`src/rtl/xyz_reg_pkg.sv`:
```
// Shared constants, FSM state type and byte-merge helper for the XYZ register responder.
package xyz_reg_pkg;

    localparam logic [7:0] ADDR_R1   = 8'h00;
    localparam logic [7:0] ADDR_R2   = 8'h04;
    localparam logic [7:0] ADDR_CTRL = 8'h08;
    localparam logic [7:0] ADDR_ID   = 8'h0C;

    localparam logic [1:0] SEL_R1   = 2'd0;
    localparam logic [1:0] SEL_R2   = 2'd1;
    localparam logic [1:0] SEL_CTRL = 2'd2;
    localparam logic [1:0] SEL_ID   = 2'd3;

    typedef enum logic [1:0] {IDLE, ACCESS, RESP} state_t;

    function automatic logic [31:0] apply_be(input logic [31:0] old_w,
                                             input logic [31:0] new_w,
                                             input logic [3:0]  be);
        logic [31:0] res;
        res = old_w;
        for (int i = 0; i < 4; i++) begin
            if (be[i]) res[8*i +: 8] = new_w[8*i +: 8];
        end
        return res;
    endfunction

endpackage

```
`src/rtl/xyz_reg_decode.sv`:
```
// Combinational decode of a byte address into a register select; unknown or misaligned addresses flag err.
module xyz_reg_decode
    import xyz_reg_pkg::*;
#(
    parameter int ADDR_W = 8
) (
    input  logic [ADDR_W-1:0] addr,
    output logic [1:0]        sel,
    output logic              err
);

    // Map constants are word aligned, so any addr[1:0] != 0 falls through to err.
    always_comb begin
        sel = SEL_R1;
        err = 1'b0;
        if (addr == ADDR_W'(ADDR_R1))        sel = SEL_R1;
        else if (addr == ADDR_W'(ADDR_R2))   sel = SEL_R2;
        else if (addr == ADDR_W'(ADDR_CTRL)) sel = SEL_CTRL;
        else if (addr == ADDR_W'(ADDR_ID))   sel = SEL_ID;
        else                                 err = 1'b1;
    end

endmodule

```
`src/rtl/xyz_reg_responder.sv`:
```
// Frontdoor responder for R1/R2/CTRL/ID; response WAIT_CYCLES+1 cycles after the request handshake.
// One transaction outstanding: req_ready is low from acceptance until the response is consumed.
module xyz_reg_responder
    import xyz_reg_pkg::*;
#(
    parameter int          ADDR_W      = 8,
    parameter logic [31:0] R1_RST      = 32'h0000_0000,
    parameter logic [31:0] R2_RST      = 32'h0000_0000,
    parameter int          WAIT_CYCLES = 1,
    parameter logic [31:0] ID_VALUE    = 32'h5859_5A01
) (
    input  logic              clk,
    input  logic              rst,
    input  logic              req_valid,
    output logic              req_ready,
    input  logic              req_write,
    input  logic [ADDR_W-1:0] req_addr,
    input  logic [31:0]       req_wdata,
    input  logic [3:0]        req_be,
    output logic              rsp_valid,
    input  logic              rsp_ready,
    output logic [31:0]       rsp_rdata,
    output logic              rsp_err,
    output logic [31:0]       r1_q,
    output logic [31:0]       r2_q
);

    state_t            state;
    logic [3:0]        wait_cnt;
    logic              lat_write;
    logic [ADDR_W-1:0] lat_addr;
    logic [31:0]       lat_wdata;
    logic [3:0]        lat_be;

    logic              req_fire;
    logic              acc_fire;
    logic              acc_write;
    logic [ADDR_W-1:0] acc_addr;
    logic [31:0]       acc_wdata;
    logic [3:0]        acc_be;
    logic [1:0]        sel;
    logic              dec_err;
    logic              acc_err;
    logic              wr_en;
    logic              reload;
    logic [31:0]       rdata_nxt;

    assign req_ready = (state == IDLE) && !rst;
    assign rsp_valid = (state == RESP);
    assign req_fire  = req_valid && req_ready;

    // With no wait states the access happens on the handshake edge, straight from the request bus.
    assign acc_fire  = (WAIT_CYCLES == 0) ? req_fire
                                          : (state == ACCESS) && (wait_cnt == 4'd0);
    assign acc_write = (WAIT_CYCLES == 0) ? req_write : lat_write;
    assign acc_addr  = (WAIT_CYCLES == 0) ? req_addr  : lat_addr;
    assign acc_wdata = (WAIT_CYCLES == 0) ? req_wdata : lat_wdata;
    assign acc_be    = (WAIT_CYCLES == 0) ? req_be    : lat_be;

    xyz_reg_decode #(
        .ADDR_W (ADDR_W)
    ) u_decode (
        .addr (acc_addr),
        .sel  (sel),
        .err  (dec_err)
    );

    assign acc_err = dec_err || (acc_write && (sel == SEL_ID));
    assign wr_en   = acc_fire && acc_write && !acc_err;
    assign reload  = wr_en && (sel == SEL_CTRL) && acc_be[0] && acc_wdata[0];

    always_comb begin
        rdata_nxt = 32'h0;
        if (!acc_write && !dec_err) begin
            case (sel)
                SEL_R1:  rdata_nxt = r1_q;
                SEL_R2:  rdata_nxt = r2_q;
                SEL_ID:  rdata_nxt = ID_VALUE;
                default: rdata_nxt = 32'h0;
            endcase
        end
    end

    always_ff @(posedge clk or posedge rst) begin
        if (rst) begin
            state     <= IDLE;
            wait_cnt  <= 4'd0;
            lat_write <= 1'b0;
            lat_addr  <= '0;
            lat_wdata <= 32'h0;
            lat_be    <= 4'h0;
            r1_q      <= R1_RST;
            r2_q      <= R2_RST;
            rsp_rdata <= 32'h0;
            rsp_err   <= 1'b0;
        end else begin
            case (state)
                IDLE: begin
                    if (req_fire) begin
                        lat_write <= req_write;
                        lat_addr  <= req_addr;
                        lat_wdata <= req_wdata;
                        lat_be    <= req_be;
                        wait_cnt  <= 4'(WAIT_CYCLES - 1);
                        state     <= (WAIT_CYCLES == 0) ? RESP : ACCESS;
                    end
                end
                ACCESS: begin
                    if (wait_cnt == 4'd0) state <= RESP;
                    else                  wait_cnt <= wait_cnt - 4'd1;
                end
                RESP: begin
                    if (rsp_ready) state <= IDLE;
                end
                default: state <= IDLE;
            endcase

            if (acc_fire) begin
                rsp_rdata <= rdata_nxt;
                rsp_err   <= acc_err;
            end

            if (reload) begin
                r1_q <= R1_RST;
                r2_q <= R2_RST;
            end else if (wr_en && (sel == SEL_R1)) begin
                r1_q <= apply_be(r1_q, acc_wdata, acc_be);
            end else if (wr_en && (sel == SEL_R2)) begin
                r2_q <= apply_be(r2_q, acc_wdata, acc_be);
            end
        end
    end

endmodule

```
`config.mk`:
```
export PLATFORM = sky130hd
export DESIGN_NAME = xyz_reg_responder
export DESIGN_NICKNAME = d
export VERILOG_FILES = /design/src/rtl/xyz_reg_pkg.sv /design/src/rtl/xyz_reg_decode.sv /design/src/rtl/xyz_reg_responder.sv
export SDC_FILE = /design/constraint.sdc
export NUM_CORES = 1
export LEC_CHECK = 0
export ABC_AREA = 1
export BUFFER_PORTS_ARGS = -buffer_cell sky130_fd_sc_hd__buf_2
export CAP_MARGIN = 20
export CELL_PAD_IN_SITES_DETAIL_PLACEMENT = 0
export CELL_PAD_IN_SITES_GLOBAL_PLACEMENT = 1
export CORE_UTILIZATION = 42
export CTS_BUF_LIST = sky130_fd_sc_hd__clkbuf_4
export DETAILED_ROUTE_END_ITERATION = 8
export PLACE_DENSITY = 0.86
export SYNTH_ARGS = -nofsm -noshare
export SYNTH_HDL_FRONTEND = slang
export SYNTH_SLANG_ARGS = --single-unit
export TNS_END_PERCENT = 50
```
`constraint.sdc`:
```
create_clock -name clk -period 5.1 [get_ports clk]
set_input_delay 0.255 -clock clk [delete_from_list [all_inputs] [get_ports clk]]
set_output_delay 0.255 -clock clk [all_outputs]
set_load 0.02 [all_outputs]
```
# Yosys cells after proc, flatten, opt, wreduce, memory -nomap -nowiden
# Index checks and enable logic that the tools add are counted.
[op_classes]
n_addsub = 1
mul = 0
div_mod_pow = 0
order_cmp = 0
eq_ne = 13
shifts = 0
mux = 26
n_bitwise = 0
n_reduce_logical = 39
[ops]
columns = ["cell", "count"]
rows = [
  ["32-bit 2-to-1 mux", 6],
  ["32-bit case mux with 3 select lines", 1],
  ["8-bit 2-to-1 mux", 4],
  ["3-bit AND reduction", 6],
  ["8-bit by 4-bit == test with 1-bit output (second input constant)", 2],
  ["2-bit 2-to-1 mux", 7],
  ["2-bit nonzero test", 7],
  ["1-bit logical AND", 12],
  ["2-bit AND reduction", 5],
  ["8-bit by 3-bit == test with 1-bit output (second input constant)", 1],
  ["8-bit logical NOT", 1],
  ["4-bit 2-to-1 mux", 2],
  ["4-bit case mux with 2 select lines", 1],
  ["2-bit == test (second input constant)", 3],
  ["2-bit != test (second input constant)", 3],
  ["2-bit case mux with 3 select lines", 1],
  ["2-bit by 1-bit == test with 1-bit output (second input constant)", 2],
  ["1-bit logical NOT", 4],
  ["2-bit logical NOT", 2],
  ["4-bit logical NOT", 1],
  ["1-bit 2-to-1 mux", 4],
  ["2-bit by 1-bit != test with 1-bit output (second input constant)", 2],
  ["4-bit by 1-bit subtractor with 4-bit output (second input constant)", 1],
  ["1-bit logical OR", 1],
]
[word_totals]
regBits = 148
latchBits = 0
ramBits = 0
rom_bits = 0
input_bits = 49
output_inout_bits = 99
wordCells = 95
memories = 0

# Logic depth before layout (Yosys ltp)
# Gate-level depths: netlist of the first run.
[logic_depth]
ltp_word = 15
mapped_depth = 10
ltp_nobuf = 10

# Modules after synthesis
# A second synthesis of the first run with hierarchy kept.
[hier_totals]
cells_unflattened = 780
hier_area_um2 = 6617.6
[modules_own_cells]
columns = ["mod", "n_inst", "cells_per_inst", "area_each_um2", "seq_area_each_um2"]
rows = [
  ["xyz_reg_responder", 1, 770, 6567.5, 3703.6],
  ["xyz_reg_decode", 1, 10, 50.0, 0.0],
]

# Least setup slack after synthesis of the first run
# Ideal clock, no wire load.
[synth_timing]
path_type = "reg2reg"
from = "reg state[0]"
to = "reg lat_wdata[10], in the netlist acc_wdata[10]"
setup_ns = 0.117
t_arrival_ns = 1.707
required_time_ns = 4.983
slack_ns = 3.276
stages_incl_launch_ff = 7
n_path_buf = 2
period_less_slack_ns = 1.824
path_cell_list = "dfrtp_1 -> nor3_1 -> nand2_1 -> clkbuf_1 -> buf_1 -> nand2_1 -> nand2_1"
[synth_between]
elab_chain_len = 4
[synth_rtl]
columns = ["element", "line_no", "text"]
rows = [
  ["start, declared", "xyz_reg_responder.sv:28", "state_t state;"],
  ["start signal, assigned", "xyz_reg_responder.sv:105", "state <= (WAIT_CYCLES == 0) ? RESP : ACCESS;"],
  ["2-bit logical NOT", "xyz_reg_responder.sv:48", "assign req_ready = (state == IDLE) && !rst;"],
  ["1-bit logical AND", "xyz_reg_responder.sv:48", ""],
  ["net req_ready", "xyz_reg_responder.sv:15", "output logic req_ready,"],
  ["1-bit logical AND", "xyz_reg_responder.sv:50", "assign req_fire = req_valid && req_ready;"],
  ["2-bit AND reduction (no source line)", "--", ""],
  ["end signal, assigned", "xyz_reg_responder.sv:102", "lat_wdata <= req_wdata;"],
  ["end, declared", "xyz_reg_responder.sv:32", "logic [31:0] lat_wdata;"],
]
# The timed path passes the listed nets, and every way through them passes these cells.
# A chain may end at the register's enable or synchronous reset.

# Final worst setup path of the first run
[layout_timing]
from = "reg wait_cnt[0]"
to = "reg r2_q[18]"
[layout_between]
elab_chain_len = 9
elab_cells_between_ends = 14
cone_classes = "1 x eq/ne; 1 x mux; 12 x reduce/logical"
[layout_rtl]
columns = ["element", "line_no", "text"]
rows = [
  ["start, declared", "xyz_reg_responder.sv:29", "logic [3:0] wait_cnt;"],
  ["start signal, assigned", "xyz_reg_responder.sv:104", "wait_cnt <= 4'(WAIT_CYCLES - 1);"],
  ["start signal, assigned", "xyz_reg_responder.sv:110", "else wait_cnt <= wait_cnt - 4'd1;"],
  ["4-bit logical NOT *", "xyz_reg_responder.sv:54", ": (state == ACCESS) && (wait_cnt == 4'd0);"],
  ["1-bit logical AND *", "xyz_reg_responder.sv:54", ""],
  ["1-bit logical AND * (2 in a row)", "xyz_reg_responder.sv:69", "assign wr_en = acc_fire && acc_write && !acc_err;"],
  ["1-bit logical AND (3 in a row)", "xyz_reg_responder.sv:70", "assign reload = wr_en && (sel == SEL_CTRL) && acc_be[0] && acc_wdata[0];"],
  ["2-bit != test (no source line) or 2-bit nonzero test (tied branches)", "--", ""],
  ["3-bit AND reduction (no source line)", "--", ""],
  ["end signal, assigned", "xyz_reg_responder.sv:129", "r2_q <= apply_be(r2_q, acc_wdata, acc_be);"],
  ["end, declared", "xyz_reg_responder.sv:25", "output logic [31:0] r2_q"],
]
# Every way passes the cells marked *; elsewhere a longest branch is shown, timed or not.

==> impl_metrics.toml, run 1 <==
[sta]
fmax_mhz = 309
worst_slew_pin_slew_ns = 1.15
rsz0062_at_grt = "false"
setup_tns_ns = 0
timing.final.max_slew_violations = 0
hold_viol = 0
finalSetupViolCount = 0
fin_crit_ns = 3.24
slew_headroom = 0.230
finalCritPeriodShare = 0.635
skew_ns = 0.0141

[cts]
clk_latency_ns = 0.55
cts_made_buffers = 17
htreeDepth = 4
clk_pin_slew_worst_paths_ns = 0.12
cts_setup_buffers = 0
cts_tree = "done"
clock_sinks = 148
clock_path_buffers = 2
cts_hold_buf = 47
cts-root-buf = "clkbuf_4"
cts_resized = 0

[setup_path]
ff2ff_path_depth = 8
crit_path_end_kind = "flop"
startpoint_type = "flop"
critPathRequiredTime_ns = 5.54
critPathMostFrequentCell = "nand4_4"
critPathKind = "flop to flop"
crit_fanout = 61
cp_cell_sequence = "inv_1, ha_1, nand4_4, nor2_8, nand4_4, buf_4, o211ai_1, nand2_1"
slowest_delay_ns = 0.60
crit_arrival_ns = 3.68
worst_path_max_delay_cell = "nand4_4"

[synth]
syn-cell-area_mm2 = 0.00653
synth.mux.area_fraction = 0
synth_top_family_by_area = "simple AND/OR/NAND/NOR gates"
ys_warn_count = 0
synth_edf_count = 0
synth_xor_area_frac = 0
ys_seq_area_frac = 0.567
synthTopCellsByArea = "dfrtp_1 (57%), nand2_1 (13%), nand4_1 (6.1%)"
ys_types = 29
synth-seq-cells = 148
synth_fp_nets = 746
synth_top_area_share = 0.567
synth_simple_gate_area_frac = 0.233
synth_common_cells = "nand2_1 (230), dfrtp_1 (148), nand4_1 (64)"
synthArstFlopShare = 1.00
synthCells = 695
synth_fa_ha_area_frac = 0.00383
synth_area_leader_cell = "dfrtp_1"
yosysMostFrequentCell = "nand2_1"
syn_area_per_cell_um2 = 9.40
ys.flop_type = "dfrtp_1"
synth_compound_gate_area_share = 0.146

[run_status]
run_status = "complete, no violations"

[routing]
drt_wl_total_mm = 18.3
post_drt_wl_per_cell_um = 17.3
drt_iter0_markers = 558
drc = 0
via_count = 5947
via_per_inst = 5.63
dr.pass1.iters = 5
drtAntennaViolNets = 0

[power]
cellLeakagePower_nw = 4.35
p_per_area_mw_per_mm2 = 394
vdd_drop_max_uv = 211

[grt]
grt_pass1_wl_mm = 29.5
use_met1 = 0.324
use_met2 = 0.379
grt_max_degree = 95
grt_pass1_vias = 5750
grt_overflow = 0
track_usage = 0.237
antenna_found_initial = 1
use_met3 = 0.0519
busiest_layer = "met2"

[final_layout]
syn2layout_area_growth_pct = 22.5
regArea_mm2 = 0.00370
multi_input_area_mm2 = 0.00252
final_area_mm2 = 0.00801
fill_cells = 1406
drive_above_1_share = 0.225
nNetsFinal = 908

[die]
core_mm2 = 0.0152
die_area_mm2 = 0.0161
die-height_um = 127
start_util = 0.430
fp.dieW_um = 127
ioPinCount = 148
rows = 45

[placement]
routabilityCongestion = 0.803
dp_hpwl_mm = 11.6
port_buffers = 147
post_dp_cell_area_mm2 = 0.00732

[min_path]
hp-class = "primary input to async pin"

[flow_run]
cap_violations = 0
[cell type report]
type,instances,area share
sequential,148,0.463
multi-input combinational,471,0.315
timing repair buffer,198,0.155
tap,188,0.0294
clock buffer,20,0.0188
inverter,21,0.0105
clock inverter,9,0.00828
antenna,1,0.000313
[sequential cells by signal, summed over array words and instances, names as in the netlist]
register   cells
acc_wdata     32
r1_q          32
r2_q          32
rsp_rdata     32
acc_addr       8
acc_be         4
wait_cnt       4
state          2
acc_write      1
rsp_err        1
[layout by cell type, fill, tap and decap left out]
cell type and n:
buf_8 1, dlygate4sd3_1 47, inv_2 4, nand3_1 12
o211ai_1 48, nor3_1 3, nor2_4 3, clkinv_1 6
buf_2 147, ha_1 2, diode_2 1, dfrtp_1 148
nor2_2 1, bufinv_16 1, inv_6 1, a21o_1 12
nand4_4 4, clkinv_2 5, nand4_1 64, buf_4 3
nand2_1 229, inv_1 13, o21ai_0 33, nor2_1 8
a311oi_2 1, nand2_2 2, a21oi_1 13, o31ai_1 1
nand3b_1 1, o211ai_4 1, clkbuf_4 20, nor2_8 1
a22oi_1 32
[worst max-delay path, delay by kind of cell (launching register included)]
kind                       cells  cell delay, ns
and+or+nand+nor                4            1.60
buffers and inverters          2            0.70
AOI/OAI and AO/OA              1            0.18
adders and majority gates      1            0.24
DFF                            1            0.38
[metal layers]
metal	wire, um	part of all wire	up-vias
met5	0	0	-
met2	8570	0.47	254
met3	1320	0.072	22
met4	238	0.013	0
met1	8140	0.45	2920
li1	-	-	2751
[through the flow]
step	utilization	instances	worst slack, ns	hold slack, ns	power (mW)
floorplan	-	695	0.865	0.341	2.23
global placement	0.480	978	2.05	0.448	2.46
detailed placement	0.481	979	1.89	0.451	2.51
CTS	0.526	1055	1.88	0.359	3.16
global route	0.527	1056	1.59	0.389	3.35
finish	0.527	1056	1.86	0.415	3.15
[cell families after synthesis]
kind of cell	count (synthesis)
flip-flops	148
buffers and inverters	76
AO/OA/AOI/OAI	141
adder cells (fa/ha/maj)	2
AND/OR/NAND/NOR	328
[power by group]
part	switching, mW	internal (mW)
registers	0.280	1.41
logic	0.575	0.259
clock network	0.389	0.241
[final timing paths]
check	startpoint	end	slack, ns
max in group asynchronous	rst	r1_q[15]$_DFFE_PP0P_	3.43
min in group clk	rsp_ready	state[1]$_DFFE_PP0P_	0.42
hold reg to reg	rsp_rdata[20]$_DFFE_PP0P_	rsp_rdata[20]$_DFFE_PP0P_	0.49
setup / recovery	wait_cnt[0]$_DFFE_PP0P_	r2_q[18]$_DFFE_PP0P_	1.86
hold / removal	rst	acc_wdata[0]$_DFFE_PP0P_	0.41
setup reg to reg	wait_cnt[0]$_DFFE_PP0P_	r2_q[18]$_DFFE_PP0P_	1.86
(Power assumes the default switching activity.)
==> inputs of run 2 (changes only) <==
--- a/config.mk
+++ b/config.mk
@@ -10,10 +10,10 @@
 export CAP_MARGIN = 20
 export CELL_PAD_IN_SITES_DETAIL_PLACEMENT = 0
 export CELL_PAD_IN_SITES_GLOBAL_PLACEMENT = 1
-export CORE_UTILIZATION = 42
+export CORE_UTILIZATION = 38
 export CTS_BUF_LIST = sky130_fd_sc_hd__clkbuf_4
 export DETAILED_ROUTE_END_ITERATION = 8
-export PLACE_DENSITY = 0.86
+export PLACE_DENSITY = 0.82
 export SYNTH_ARGS = -nofsm -noshare
 export SYNTH_HDL_FRONTEND = slang
 export SYNTH_SLANG_ARGS = --single-unit
==> constraint.sdc (replaced) <==
create_clock -name clk -period 2.67 [get_ports clk]
set_input_delay 0.1335 -clock clk [delete_from_list [all_inputs] [get_ports clk]]
set_output_delay 0.1335 -clock clk [all_outputs]
set_load 0.02 [all_outputs]
==> run 2 against run 1 <==
Effect of this change: die area is 10% higher; critical path depth is 1 higher; register-to-register slack worse by 1.4 ns; routed wire length is 0.31% higher; sequential share of layout area is 1.4 points lower; fmax is 50% higher; sequential power is 87% higher; count of clock-buffer cells in the layout is 1 lower; combinational power is 100% higher.
==> impl_metrics.toml, run 2 (same netlist as run 1, synthesis figures left out) <==
[final_layout]
drive_above_1_share = 0.238
nNetsFinal = 921
fill_cells = 1593
final_util = 0.495
syn2layout_area_growth_pct = 26.4
final_cell_mix = "nand2_1 (229), dfrtp_1 (148), buf_2 (147), nand4_1 (64), o211ai_1 (48)"
n_antenna_cell = 0
final_common_cell = "nand2_1"

[cts]
htreeDepth = 4
clock_sinks = 148
clk_pin_slew_worst_paths_ns = 0.13
cts_tree = "done"
cts_made_buffers = 17
clk_latency_ns = 0.58
cts_resized = 0
cts-root-buf = "clkbuf_4"
clock_path_buffers = 2

[setup_path]
r2r_setup_slack_ns = 0.51
r2r-start = "acc_addr[4]$_DFFE_PP0P_"
r2r-end = "r1_q[6]$_DFFE_PP0P_"
crit_fanout = 31
crit_arrival_ns = 2.67
worst_path_max_delay_cell = "inv_2"
cp_cell_sequence = "nor2_1, nand2_1, inv_2, o211ai_4, nand2_2, nand4_4, inv_2, nand4_1, nand2_1"
slowest_delay_ns = 0.50
ff2ff_path_depth = 9
startpoint_type = "flop"
critPathTopFamily = "simple AND/OR/NAND/NOR gates"
critPathKind = "flop to flop"
path_buf_inv = 2
critPathRequiredTime_ns = 3.18
crit_path_end_kind = "flop"

[routing]
drt_wl_total_mm = 18.3
drt_iter0_markers = 426
drtAntennaViolNets = 0
drc = 0
via_per_inst = 5.20
via_count = 5739
post_drt_wl_per_cell_um = 16.6
dr.pass1.iters = 5

[sta]
finalSetupViolCount = 0
timing.final.max_slew_violations = 0
finalCritPeriodShare = 0.810
fmax_mhz = 463
fin_crit_ns = 2.16
worst_slew_pin_slew_ns = 0.637
worst_slack_ns = 0.509
skew_ns = 0.0208
hold_viol = 0
setup_tns_ns = 0
slew_headroom = 0.575
rsz0062_at_grt = "false"

[grt]
track_usage = 0.215
grt_pass1_wl_mm = 29.6
grt_overflow = 0
grt_pass1_vias = 5620
grt_max_degree = 79
antenna_found_initial = 0

[min_path]
hp-class = "primary input to flop"
min_to = "acc_wdata[3]$_DFFE_PP0P_"
min-delay-start = "req_valid"
whs_path_depth = 5

[die]
die-height_um = 133
die_area_mm2 = 0.0177
start_util = 0.391
core_mm2 = 0.0167
rows = 47
ioPinCount = 148
fp.dieW_um = 133

[run_status]
run_status = "complete, no violations"

[power]
p_sw_frac = 0.377
p_int_mw = 3.98
power_frac_seq = 0.493
switching_power_mw = 2.41
vdd_drop_max_uv = 422
cellLeakagePower_nw = 4.46
pwr-share-clk = 0.240
p_per_area_mw_per_mm2 = 774
power_frac_comb = 0.266

[placement]
pre_cts_ws_ns = 0.551
dp_hpwl_mm = 11.8
port_buffers = 147
routabilityCongestion = 0.762

[flow_run]
cap_violations = 0
[run 2: per-layer routing]
metal / track usage / routed length [um]
met2: 0.343 / 8600
met5: 0 / 0
met1: 0.292 / 8430
met3: 0.0582 / 1090
met4: 0.0549 / 211
[run 2: timing repair]
item,CTS,global route
hold buffers,47,0
endpoints found under the hold margin,194,0
buffers inserted,0,0
[run 2: area by class of cell]
| type | instances | area, um^2 | area share |
|---|---|---|---|
| flip-flops and latches | 148 | 3700 | 0.448 |
| clock buffers | 19 | 143 | 0.0173 |
| inverters | 21 | 82.6 | 0.0100 |
| clock inverters | 13 | 164 | 0.0198 |
| repair buffers | 211 | 1370 | 0.166 |
| well taps | 220 | 275 | 0.0333 |
| multi-input cells | 471 | 2520 | 0.305 |
[run 2: how the worst max path moves through the flow]
stage	startpoint	end	slack, ns	cells after the start
CTS	acc_addr[4]$_DFFE_PP0P_	r1_q[25]$_DFFE_PP0P_	0.51	9
floorplan	rst	acc_addr[0]$_DFFE_PP0P_	0.68	1
global placement	acc_addr[4]$_DFFE_PP0P_	r1_q[20]$_DFFE_PP0P_	0.60	9
detailed placement	acc_addr[4]$_DFFE_PP0P_	r1_q[26]$_DFFE_PP0P_	0.55	9
finish	acc_addr[4]$_DFFE_PP0P_	r1_q[6]$_DFFE_PP0P_	0.51	9
global route	acc_addr[4]$_DFFE_PP0P_	r1_q[17]$_DFFE_PP0P_	0.26	9
[run 2: tightest hold or removal path, delay by kind of cell]
kind | cells | cell delay [ns]
buffers and inverters | 2 | 0.31
and+or+nand+nor | 3 | 0.23
[run 2: power groups by stage]
stage,Sequential (mW),Clock [mW],Combinational (mW)
after CTS,3.15,1.57,1.72
after global placement,3.19,0,1.64
after global routing,3.22,1.66,1.92
final,3.16,1.54,1.70
after floorplan,3.13,0,1.13
after detailed placement,3.19,0,1.66
[run 2: through the flow]
stage | hold WS (ns) | cell area (um^2) | power (mW) | instances
final | 0.130 | 8260 | 6.40 | 1103
after detailed placement | 0.315 | 7480 | 4.85 | 1024
after floorplan | 0.220 | 6540 | 4.26 | 695
after CTS | 0.120 | 8260 | 6.44 | 1103
after global routing | 0.164 | 8260 | 6.81 | 1103
after global placement | 0.316 | 7480 | 4.83 | 1024
==> inputs of run 3 (changes only) <==
==> constraint.sdc (replaced) <==
create_clock -name clk -period 1.9 [get_ports clk]
set_input_delay 0.095 -clock clk [delete_from_list [all_inputs] [get_ports clk]]
set_output_delay 0.095 -clock clk [all_outputs]
set_load 0.02 [all_outputs]
==> run 3 against run 2 <==
Effect of this change: worst hold slack better by 0.074 ns; clock power is 21% higher; power is 39% higher; die area stayed put; critical path type unchanged; largest cell class unchanged.
==> impl_metrics.toml, run 3 (same netlist as run 1, synthesis figures left out) <==
[run_status]
run_status = "complete, no violations"

[power]
cellLeakagePower_nw = 4.54
finalPower_mw = 8.91
power_frac_comb = 0.304
p_sw_frac = 0.389
p_int_mw = 5.45
pwr-share-clk = 0.208
vdd_drop_max_uv = 571
switching_power_mw = 3.46
p_per_area_mw_per_mm2 = 1060
power_frac_seq = 0.488

[sta]
rsz0062_at_grt = "true"
finalCritPeriodShare = 0.942
slew_headroom = 0.649
hold_viol = 0
skew_ns = 0.0180
fin_crit_ns = 1.79
timing.final.max_slew_violations = 0
fmax_mhz = 559
finalSetupViolCount = 0
worst_slew_pin_slew_ns = 0.523

[cts]
clock_path_buffers = 2
cts-root-buf = "clkbuf_4"
clock_sinks = 148
cts_setup_buffers = 0
cts_made_buffers = 17
htreeDepth = 4
clk_pin_slew_worst_paths_ns = 0.12
clk_latency_ns = 0.56
cts_tree = "done"

[grt]
use_met3 = 0.0533
track_usage = 0.220
busiest_layer = "met2"
grt_pass1_wl_mm = 30.2
grt_max_degree = 79
use_met1 = 0.301
grt_pass1_vias = 5567
use_met2 = 0.348
antenna_found_initial = 1
grt_overflow = 0

[die]
start_util = 0.391
die_area_mm2 = 0.0177
core_mm2 = 0.0167
rows = 47
ioPinCount = 148
die-height_um = 133
fp.dieW_um = 133

[flow_run]
cap_violations = 0

[final_layout]
final_util = 0.506
nNetsFinal = 939
final_cell_mix = "nand2_1 (226), dfrtp_1 (148), buf_2 (147), nand4_1 (64)"
drive_above_1_share = 0.259
final_cells = 1122
final_area_mm2 = 0.00845
final_common_cell = "nand2_1"
syn2layout_area_growth_pct = 29.3
fill_cells = 1598

[routing]
via_per_inst = 5.19
drt_wl_total_mm = 18.8
via_count = 5828
drtAntennaViolNets = 0
drt_iter0_markers = 389
post_drt_wl_per_cell_um = 16.7
drc = 0
dr.pass1.iters = 5

[setup_path]
crit_arrival_ns = 2.24
r2r-end = "r1_q[17]$_DFFE_PP0P_"
startpoint_type = "flop"
crit_path_end = "r1_q[17]$_DFFE_PP0P_"
path_buf_inv = 2
crit_fanout = 78
critPathMostFrequentCell = "nand4_4"
critPathKind = "flop to flop"
ff2ff_path_depth = 8
r2r_setup_slack_ns = 0.11
r2r-start = "wait_cnt[1]$_DFFE_PP0P_"
crit_start = "wait_cnt[1]$_DFFE_PP0P_"
cp_cell_sequence = "inv_1, ha_2, nand4_4, nor2_8, nand4_4, buf_12, o211ai_1, nand2_1"
crit_cells = 8
crit_path_end_kind = "flop"
worst_path_max_delay_cell = "dfrtp_1"
slowest_delay_ns = 0.37
critPathRequiredTime_ns = 2.35
critPathTopFamily = "simple AND/OR/NAND/NOR gates"

[min_path]
hp-class = "primary input to async pin"

[placement]
post_dp_cell_area_mm2 = 0.00766
routabilityCongestion = 0.792
port_buffers = 147
dp_cells = 1041
dp_hpwl_mm = 12.3
## run 3: changes by cell type in the layout (fill, tap and decap cells not counted), sizes merged
cell,change
clkbuf,-1
buf,+17
diode,+1
clkinvlp,+2
dlygate4sd3,+1
bufinv,-2
clkinv,+1
## run 3: power by group through the flow
stage / registers, mW / logic, mW / clock network [mW]
6_report: 4.35 / 2.71 / 1.86
5_1_grt: 4.44 / 3.02 / 2.06
4_1_cts: 4.34 / 2.69 / 1.91
3_5_place_dp: 4.40 / 2.61 / 0
3_3_place_gp: 4.39 / 2.57 / 0
2_1_floorplan: 4.40 / 1.59 / 0
## run 3: worst min-delay path by stage
stage	startpoint	endpoint	slack (ns)	cells past startpoint
2_1_floorplan	rsp_ready	state[1]$_DFFE_PP0P_	0.18	1
3_3_place_gp	rst	acc_wdata[1]$_DFFE_PP0P_	0.28	3
3_5_place_dp	rst	acc_wdata[1]$_DFFE_PP0P_	0.27	3
4_1_cts	rst	rsp_rdata[3]$_DFFE_PP0P_	0.21	4
5_1_grt	rst	acc_wdata[2]$_DFFE_PP0P_	0.23	4
6_report	rst	acc_wdata[2]$_DFFE_PP0P_	0.20	4
## run 3: metrics by stage
stage                     worst slack, ns  hold slack, ns  TNS, ns
after detailed placement           0.0669           0.274        0
after CTS                          0.0630           0.206        0
after floorplan                   -0.0560           0.181    -8.29
after global routing              -0.0152           0.226  -0.0458
final                               0.110           0.204        0
after global placement             0.0831           0.275        0
## run 3: final cells by class
cell class	count	area, um^2	area share
antenna	1	2.50	0.000296
clock buffer	18	135	0.0160
clock inverter	14	119	0.0141
inverter	21	82.6	0.00978
multi-input combinational	471	2540	0.301
sequential	148	3700	0.439
tap	220	275	0.0326
timing repair buffer	229	1580	0.187
## run 3: layer usage
metal,vias to the layer above,share of wire
li1,2828,-
met1,2803,0.45
met2,176,0.47
met3,21,0.057
met4,0,0.014
met5,-,0
## run 3: tightest hold or removal path: stages
cell and delay, ns:
dlygate4sd3_1 0.53, buf_2 0.14, clkinvlp_4 0.10, buf_12 0.31
## run 3: repair_timing
item,in CTS,in global routing
setup endpoints to repair,0,79
resized for setup,0,15
hold buffers,48,0
hold endpoints to repair,194,0
